`config.mk`:
```
export PLATFORM = sky130hd
export DESIGN_NAME = systolic_feeder
export DESIGN_NICKNAME = d
export VERILOG_FILES = /design/src/rtl/systolic_pkg.sv /design/src/rtl/VX_shift_register.sv /design/src/rtl/systolic_feeder.sv
export SDC_FILE = /design/constraint.sdc
export NUM_CORES = 2
export LEC_CHECK = 0
export ABC_AREA = 1
export CAP_MARGIN = 20
export CORE_AREA = 2 2 432 434
export DETAILED_ROUTE_END_ITERATION = 8
export DIE_AREA = 0 0 434 436
export PLACE_DENSITY = 0.63
export SKIP_LAST_GASP = 1
export SYNTH_ARGS = -nofsm -noshare
export SYNTH_HDL_FRONTEND = slang
export SYNTH_HIERARCHICAL = 1
export SYNTH_SLANG_ARGS = --single-unit
```
`constraint.sdc`:
```
create_clock -name clk -period 2.2 [get_ports clk]
set_input_delay 0.33 -clock clk [delete_from_list [all_inputs] [get_ports clk]]
set_output_delay 0.33 -clock clk [all_outputs]
set_load 0.05 [all_outputs]
```
`src/rtl/systolic_pkg.sv`:
```
// rtl/systolic_pkg.sv - shared types and constants for the systolic array edge logic
package systolic_pkg;

    typedef enum logic [2:0] {
        IDLE,
        W_CAPTURE,
        W_SHIFT,
        STREAM,
        FLUSH
    } feeder_state_t;

    // Per-hop PE latency, also used by the PE and drain logic.
    localparam int DEFAULT_HOP_LATENCY = 4;

endpackage

```
`src/rtl/VX_shift_register.sv`:
```
// rtl/VX_shift_register.sv - fixed-depth delay line; the low RESETW bits are cleared by reset
module VX_shift_register #(
    parameter int DATAW  = 1,
    parameter int RESETW = 0,
    parameter int DEPTH  = 1
) (
    input  logic             clk,
    input  logic             reset_n,
    input  logic             enable,
    input  logic [DATAW-1:0] data_in,
    output logic [DATAW-1:0] data_out
);

    generate
        if (RESETW > 0) begin : g_rst
            logic [RESETW-1:0] stages [DEPTH];

            always_ff @(posedge clk or negedge reset_n) begin
                if (!reset_n) begin
                    for (int s = 0; s < DEPTH; s++) stages[s] <= '0;
                end else if (enable) begin
                    stages[0] <= data_in[RESETW-1:0];
                    for (int s = 1; s < DEPTH; s++) stages[s] <= stages[s-1];
                end
            end

            assign data_out[RESETW-1:0] = stages[DEPTH-1];
        end

        if (RESETW < DATAW) begin : g_norst
            logic [DATAW-RESETW-1:0] stages [DEPTH];

            always_ff @(posedge clk) begin
                if (enable) begin
                    stages[0] <= data_in[DATAW-1:RESETW];
                    for (int s = 1; s < DEPTH; s++) stages[s] <= stages[s-1];
                end
            end

            assign data_out[DATAW-1:RESETW] = stages[DEPTH-1];
        end
    endgenerate

endmodule

```
`src/rtl/systolic_feeder.sv`:
```
// rtl/systolic_feeder.sv - loads weights down the array columns, then streams skewed activations into the rows
module systolic_feeder
    import systolic_pkg::*;
#(
    parameter int DATA_SIZE   = 32,
    parameter int ROWS        = 4,
    parameter int COLS        = 4,
    parameter int HOP_LATENCY = DEFAULT_HOP_LATENCY
) (
    input  logic                      clk,
    input  logic                      reset_n,
    input  logic                      w_valid,
    output logic                      w_ready,
    input  logic [COLS*DATA_SIZE-1:0] w_data,
    input  logic                      a_valid,
    output logic                      a_ready,
    input  logic [ROWS*DATA_SIZE-1:0] a_data,
    input  logic                      a_last,
    output logic [ROWS*DATA_SIZE-1:0] arr_in_data,
    output logic [COLS*DATA_SIZE-1:0] arr_in_sum,
    output logic                      arr_ld_weight,
    output logic                      arr_enable,
    output logic                      issue_valid,
    output logic                      issue_last,
    output logic                      busy
);

    localparam int WROW_W    = COLS * DATA_SIZE;
    localparam int AVEC_W    = ROWS * DATA_SIZE;
    localparam int CNT_W     = $clog2(ROWS) + 1;
    localparam int FLUSH_CYC = (ROWS - 1) * HOP_LATENCY;
    localparam int FL_W      = $clog2(FLUSH_CYC) + 1;
    localparam int IDX_W     = (ROWS > 1) ? $clog2(ROWS) : 1;

    feeder_state_t     state, state_next;
    logic [CNT_W-1:0]  wcnt;
    logic [CNT_W-1:0]  scnt;
    logic [FL_W-1:0]   fcnt;
    logic              weights_loaded;
    logic [WROW_W-1:0] wbuf [ROWS];
    logic              w_acc, a_acc;
    logic [IDX_W-1:0]  rd_idx;
    logic [AVEC_W-1:0] skew_in, row_tap;

    assign w_ready = (state == W_CAPTURE);
    assign a_ready = (state == STREAM);
    assign w_acc   = w_valid && w_ready;
    assign a_acc   = a_valid && a_ready;
    assign rd_idx  = IDX_W'(CNT_W'(ROWS - 1) - scnt);

    always_comb begin
        state_next = state;
        case (state)
            IDLE: begin
                if (w_valid)                         state_next = W_CAPTURE;
                else if (a_valid && weights_loaded)  state_next = STREAM;
            end
            W_CAPTURE: if (w_acc && wcnt == CNT_W'(ROWS - 1)) state_next = W_SHIFT;
            W_SHIFT:   if (scnt == CNT_W'(ROWS))              state_next = IDLE;
            STREAM:    if (a_acc && a_last) state_next = (FLUSH_CYC == 0) ? IDLE : FLUSH;
            FLUSH:     if (fcnt == FL_W'(FLUSH_CYC))          state_next = IDLE;
            default:   state_next = IDLE;
        endcase
    end

    always_ff @(posedge clk or negedge reset_n) begin
        if (!reset_n) begin
            state          <= IDLE;
            busy           <= 1'b0;
            arr_enable     <= 1'b0;
            wcnt           <= '0;
            scnt           <= CNT_W'(1);
            fcnt           <= FL_W'(1);
            weights_loaded <= 1'b0;
        end else begin
            state      <= state_next;
            busy       <= (state_next != IDLE);
            arr_enable <= 1'b1;
            if (state == IDLE)  wcnt <= '0;
            else if (w_acc)     wcnt <= wcnt + CNT_W'(1);
            scnt <= (state == W_SHIFT) ? scnt + CNT_W'(1) : CNT_W'(1);
            fcnt <= (state == FLUSH)   ? fcnt + FL_W'(1)  : FL_W'(1);
            if (state == IDLE && state_next == W_CAPTURE)   weights_loaded <= 1'b0;
            else if (state == W_SHIFT && state_next == IDLE) weights_loaded <= 1'b1;
        end
    end

    always_ff @(posedge clk or negedge reset_n) begin
        if (!reset_n) begin
            for (int r = 0; r < ROWS; r++) wbuf[r] <= '0;
        end else if (w_acc) begin
            wbuf[IDX_W'(wcnt)] <= w_data;
        end
    end

    // The bottom weight row goes out first; it is still arriving on w_data in the capture cycle.
    always_ff @(posedge clk or negedge reset_n) begin
        if (!reset_n) begin
            arr_ld_weight <= 1'b0;
            arr_in_sum    <= '0;
        end else if (state == W_CAPTURE && state_next == W_SHIFT) begin
            arr_ld_weight <= 1'b1;
            arr_in_sum    <= w_data;
        end else if (state == W_SHIFT && scnt != CNT_W'(ROWS)) begin
            arr_ld_weight <= 1'b1;
            arr_in_sum    <= wbuf[rd_idx];
        end else begin
            arr_ld_weight <= 1'b0;
            arr_in_sum    <= '0;
        end
    end

    assign skew_in = a_acc ? a_data : '0;
    assign row_tap[0 +: DATA_SIZE] = skew_in[0 +: DATA_SIZE];

    generate
        for (genvar i = 1; i < ROWS; i++) begin : g_skew
            VX_shift_register #(
                .DATAW  (DATA_SIZE),
                .RESETW (DATA_SIZE),
                .DEPTH  (i * HOP_LATENCY)
            ) u_skew (
                .clk      (clk),
                .reset_n  (reset_n),
                .enable   (1'b1),
                .data_in  (skew_in[i*DATA_SIZE +: DATA_SIZE]),
                .data_out (row_tap[i*DATA_SIZE +: DATA_SIZE])
            );
        end
    endgenerate

    always_ff @(posedge clk or negedge reset_n) begin
        if (!reset_n) begin
            arr_in_data <= '0;
            issue_valid <= 1'b0;
            issue_last  <= 1'b0;
        end else begin
            arr_in_data <= row_tap;
            issue_valid <= a_acc;
            issue_last  <= a_acc && a_last;
        end
    end

endmodule

```
==> metrics.txt <==
final instance area 74,100 um2; Placer Congestion 0.785; synth-to-layout area growth 18.4%; Post-Synth Simple-Gate Area 0.197; Routed Antenna Nets 0; fmax 0.471 GHz; RSZ-0062 raised after global routing yes; cells after synthesis 6,640; syn avg cell area 9.42 um2; global-route wire length before repair 243 mm; clock sinks 1,556; root buffer cell clkbuf_16; main combinational cell family by area after synthesis simple AND/OR/NAND/NOR gates; Worst Skew 0.0517 ns; pin count of the biggest net entering global routing 386; Least-Margin Pin Slew 0.970 ns; final hold viol count 0; Num CTS Buffers 164; share of post-route cells with drive strength above 1 0.0671; WHS 0.0941 ns; nets 7,254; WL per Instance 15.4 um; vias per cell 4.66; vias in the first global route 45,100; Core Util, Final 0.401; Setup crit start kind register; GR Util All Layers 0.158; Placed Instances 9,262; Synth Register Bits 1,556; Reg area 38,900 um2; crit path DAT 1.79 ns; initial core utilization 0.339; drt first-iter violations 3,345; Final setup viols 0; CTS clk-pin slew, worst paths 0.06 ns; Synth Area in Compound Gates 0.0955; CP peak stage delay 0.56 ns; Final Non-Filler Cells 9,619; Slew Limit Fails 0; worst vdd rail ir drop 0.000733 V; WL final 148 mm; # IOs 524; worst hold path class input pin to asynchronous set/reset pin; Rows 158; Synth area leader dfrtp_1; fill cell count 18,300; area of the multi-input gates 18,500 um2; Critical Path Fanout Max 1; port buffer count 523; chip width 434 um; mux cell area share after synthesis 0; max-cap violations 0; PD cells 1090 nW/um2; Area contributors post-synth dfrtp_1 62%, nand2_1 18%, buf_6 3.6%, o21ai_1 3.5%, a21oi_1 2.1%; initial antenna violation count 49; Clock Tree Buf Depth 3; CTS tree done; htree depth 4; Crit. End Element primary output; grt total ovfl 0; routed via count 44,800; DR pass1 iterations 7; Tcrit/Tclk final 0.966; post-DP HPWL 90.8 mm; Slowest-stage cell, CP dlygate4sd2_1; Crit Path Class register to primary output; Tmin final 2.12 ns; adder-cell area share of the yosys netlist 0.00180; Synth Area in XOR/XNOR 0.000560; worst path bufs/invs 1; Slew Limit Headroom 0.353; drt drc 0; Final Power 80,400 uW; leakage dissipation 0.0391 uW; outcome finished, final reports clean; Top Family by Delay on Critical Path buffers and inverters; Mapped Area 62,500 um2; Die Ht 436 um; synth unique cells 33; top-area cell type share of the netlist area 0.622; die area 189,000 um2; worst skew pair latency 0.82 ns; placed cell areas 68,400 um2; post-synthesis sequential area ratio 0.623; CP cell instances dlygate4sd2_1; WP data required 1.87 ns; Core Area 185,000 um2; synthesis warning total 6
cell families after synthesis:
family | count (synthesis)
xor+xnor | 4
flops | 1556
fa+ha+maj | 9
simple gates | 3246
other cells | 1
buf+inv | 791
compound gates | 1033
metal layers:
layer,track usage,routed length (um)
met4,0.0811,6930
met5,0,281
met2,0.248,68900
met1,0.199,63500
met3,0.0413,8770
layout by cell type, fill, tap and decap left out, types with 6 or more instances in the layout:
cell and instances:
nand2_2 11, nand2_1 3076, clkdlybuf4s50_1 259, clkbuf_8 38
inv_6 6, ha_1 9, conb_1 6, clkinv_2 27
dlygate4sd3_1 32, diode_2 26, clkinv_8 6, bufinv_16 10
clkbuf_1 35, buf_4 83, dlygate4sd2_1 244, inv_1 277
a21oi_1 259, a221o_1 128, nand3_1 9, o21ai_1 437
clkbuf_16 165, o21ai_0 164, dfrtp_1 1553, buf_12 57
nor2_1 140, o21ai_2 43
timing repair:
action                     in CTS  in global routing
buffers inserted                1                  3
hold endpoints to repair      877                  0
setup endpoints to repair     246                  2
hold buffers                   32                  0
pin swaps                       0                  0
resized for setup             249                  1
gates cloned                    0                  0
worst paths after layout:
check | start | to | slack [ns] | depth (start not counted)
max | arr_in_sum[111] | arr_in_sum[111] | 0.08 | 1
min | reset_n | arr_in_data[92] | 0.09 | 2
max reg2reg | scnt[0] | arr_in_sum[71] | 0.14 | 7
min reg2reg | g_skew[2].u_skew/data_out[10] | arr_in_data[74] | 0.37 | 0
max in group asynchronous | reset_n | wbuf[117] | 0.97 | 4
min in group clk | a_data[13] | arr_in_data[13] | 0.09 | 3
stage by stage:
step | setup slack, ns | setup TNS (ns)
after floorplan | 0.110 | 0
after global placement | 0.0865 | 0
after detailed placement | 0.0422 | 0
after CTS | 0.00197 | 0
after global routing | -0.0158 | -0.0158
final | 0.0758 | 0
cell usage after synthesis:
cell type  count
buf_4        138
inv_1        279
inv_6          1
conb_1         1
o21ai_0      164
clkbuf_4       1
clkbuf_1      47
ha_1           9
xnor2_1        2
nand4_2        1
inv_4          1
nor2_8         1
nand4_1        2
o21ai_1      437
buf_1          5
dfstp_2        2
inv_2          4
nand2_4        4
nor2_1       140
nand2_2       11
o21ai_2       43
buf_2        112
a21oi_1      259
a221o_1      128
nor2_4         1
buf_12         1
o22ai_1        2
nand3_1        9
xor2_1         2
nand2_1     3077
buf_6        199
buf_8          3
dfrtp_1     1554
area by class of cell:
type | instances | share of cell area
inverter | 285 | 0.0147
clock inverter | 57 | 0.00963
antenna | 26 | 0.000878
multi-input combinational | 4298 | 0.250
timing repair buffer | 679 | 0.0929
sequential | 1556 | 0.526
clock buffer | 238 | 0.0646
tap | 2480 | 0.0419
report_power, final:
group / leakage (uW) / total, uW / internal (uW) / switching [uW]
clock network: 0.00270 / 27800 / 16300 / 11500
registers: 0.0211 / 37200 / 34200 / 2980
logic: 0.0153 / 15400 / 5410 / 10000
flip-flops by register name, indices dropped and copies added, names as in the netlist:
register / cells
wcnt: 3
scnt: 3
arr_in_data: 128
fcnt: 5
weights_loaded: 1
busy: 1
arr_ld_weight: 1
arr_enable: 1
wbuf: 512
arr_in_sum: 128
issue_last: 1
g_skew.u_skew/g_rst.stages: 672
state: 3
g_skew.u_skew/data_out: 96
issue_valid: 1
Note: power is estimated with default switching activity, not from simulation.
==> edit (same settings) <==
Change the parameter `DATA_SIZE` from 32 to 16.
--- a/src/rtl/systolic_feeder.sv
+++ b/src/rtl/systolic_feeder.sv
@@ -4,3 +4,3 @@
 #(
-    parameter int DATA_SIZE   = 32,
+    parameter int DATA_SIZE   = 16,
     parameter int ROWS        = 4,
Ports: changed (resized a_data, arr_in_data, arr_in_sum and w_data); port bits go from 524 to 268. The function was not compared with the original's and may differ.
==> edit against the unedited design <==
Sequential power is 49% lower; design area is 47% lower; power is 47% lower; worst setup slack better by 14 ps; routed wire length is 44% lower; hold slack better by 59 ps; die area stayed put; clock power is 46% lower; final cell count is 37% lower; sequential cell count is 768 lower; area after synthesis is 49% lower; core utilization is 19 points lower; critical path depth stayed put; critical endpoint is now arr_in_data[8]; largest cell class unchanged; largest power group unchanged.
==> edit: results <==
[route]
top_layer = "met4"
wl_per_cell_um = 13.58
avgViaCountPerCell = 3.688
wl_met2_um = 41290
drtPass1Iterations = 5
drt-initial-drc-count = 1639
wl_met3_um = 3876
wl_met1_um = 34260

[clock_tree]
clock_path_buffers = 3
cts_buffers = 88
post-cts-setup-buffer-count = 0
cts-htree-levels = 3
hold_buffers = 1
post_cts_resized = 131

[grt]
use_met2 = 0.1509
use_met1 = 0.1037
grt_util_all_layers = 0.08760
grt_max_degree = 193
antenna_found_initial = 3
grt_pass1_vias = 23088
grt_pass1_wl_um = 131500

[cells_and_area]
nMultiInputCombCells = 2190
multi_input_area_um2 = 9812
nets = 3693
clkbuf_count = 127
antenna_cells = 1
regArea_um2 = 19730
final-clk-cell-share = 0.07552
buffers = 326
n_all_inverters = 157
final_cells = 6099
layout-drive-gt1-share = 0.09342
top_regs = "g_skew.u_skew/g_rst.stages x336, wbuf x256"
nFillCells = 20213
buf_share = 0.08343

[power]
p_leak_nw = 20.08
p_sw_frac = 0.3140
p_comb_mw = 8.54

[place]
post_dp_cell_area_um2 = 36670
io_buffers = 267
pre_cts_slack_ps = 134.9
post-place-cells = 5940
finalWeightedCongestion = 0.7706
hpwlAfterDp_um = 53750

[critical_path]
ff2ff_setup_slack_ps = 160
cp_slowest_cell = "clkdlybuf4s50_1"
ff2ff_path_depth = 8
setup.worst_path.start = "arr_in_data[8]"
critPathCapture = "arr_in_data[8]"
max_stage_delay_ps = 790

[sta]
fin_ws_ps = 89.50
hold_ws_ps = 153.5
fin_worst_skew_ps = 26.33

[synthesis]
ys_seq_area_frac = 0.6160
synthTopCellsByCount = "1551 x nand2_1, 786 x dfrtp_1, 162 x o21ai_1, 150 x inv_1, 131 x a21oi_1"
synth_top_cell_area_share = 0.6144
syn_avg_cell_area_um2 = 9.480
synth.distinct_cells = 27

[outcome]
status = "complete, no violations"
-- edit: changes by cell type after synthesis, moves of 86 or more --
| cell | delta |
|---|---|
| a21oi_1 | -128 |
| o21ai_0 | -105 |
| dfrtp_1 | -768 |
| buf_6 | -111 |
| buf_4 | -86 |
| o21ai_1 | -275 |
| inv_1 | -129 |
| nand2_1 | -1526 |
-- edit: kinds of logic (layout without fill, tap and decap cells) --
kind of cell,count (synthesis),count (layout),share of synthesized area
buf+inv,408,640,0.07965
simple gates,1646,1646,0.1960
compound gates,521,521,0.1036
xor+xnor,4,4,0.001095
fa+ha+maj,9,9,0.003518
flops,788,788,0.6160
other cells,1,11,0.0001171
-- edit: per-stage QoR --
stage / setup TNS [ps] / util / power (mW)
floorplan: 0 / - / 25.23
global placement: 0 / 0.1986 / 27.48
detailed placement: 0 / 0.1986 / 27.85
CTS: -97.36 / 0.2140 / 42.94
global route: 0 / 0.2140 / 44.79
finish: 0 / 0.2140 / 42.37
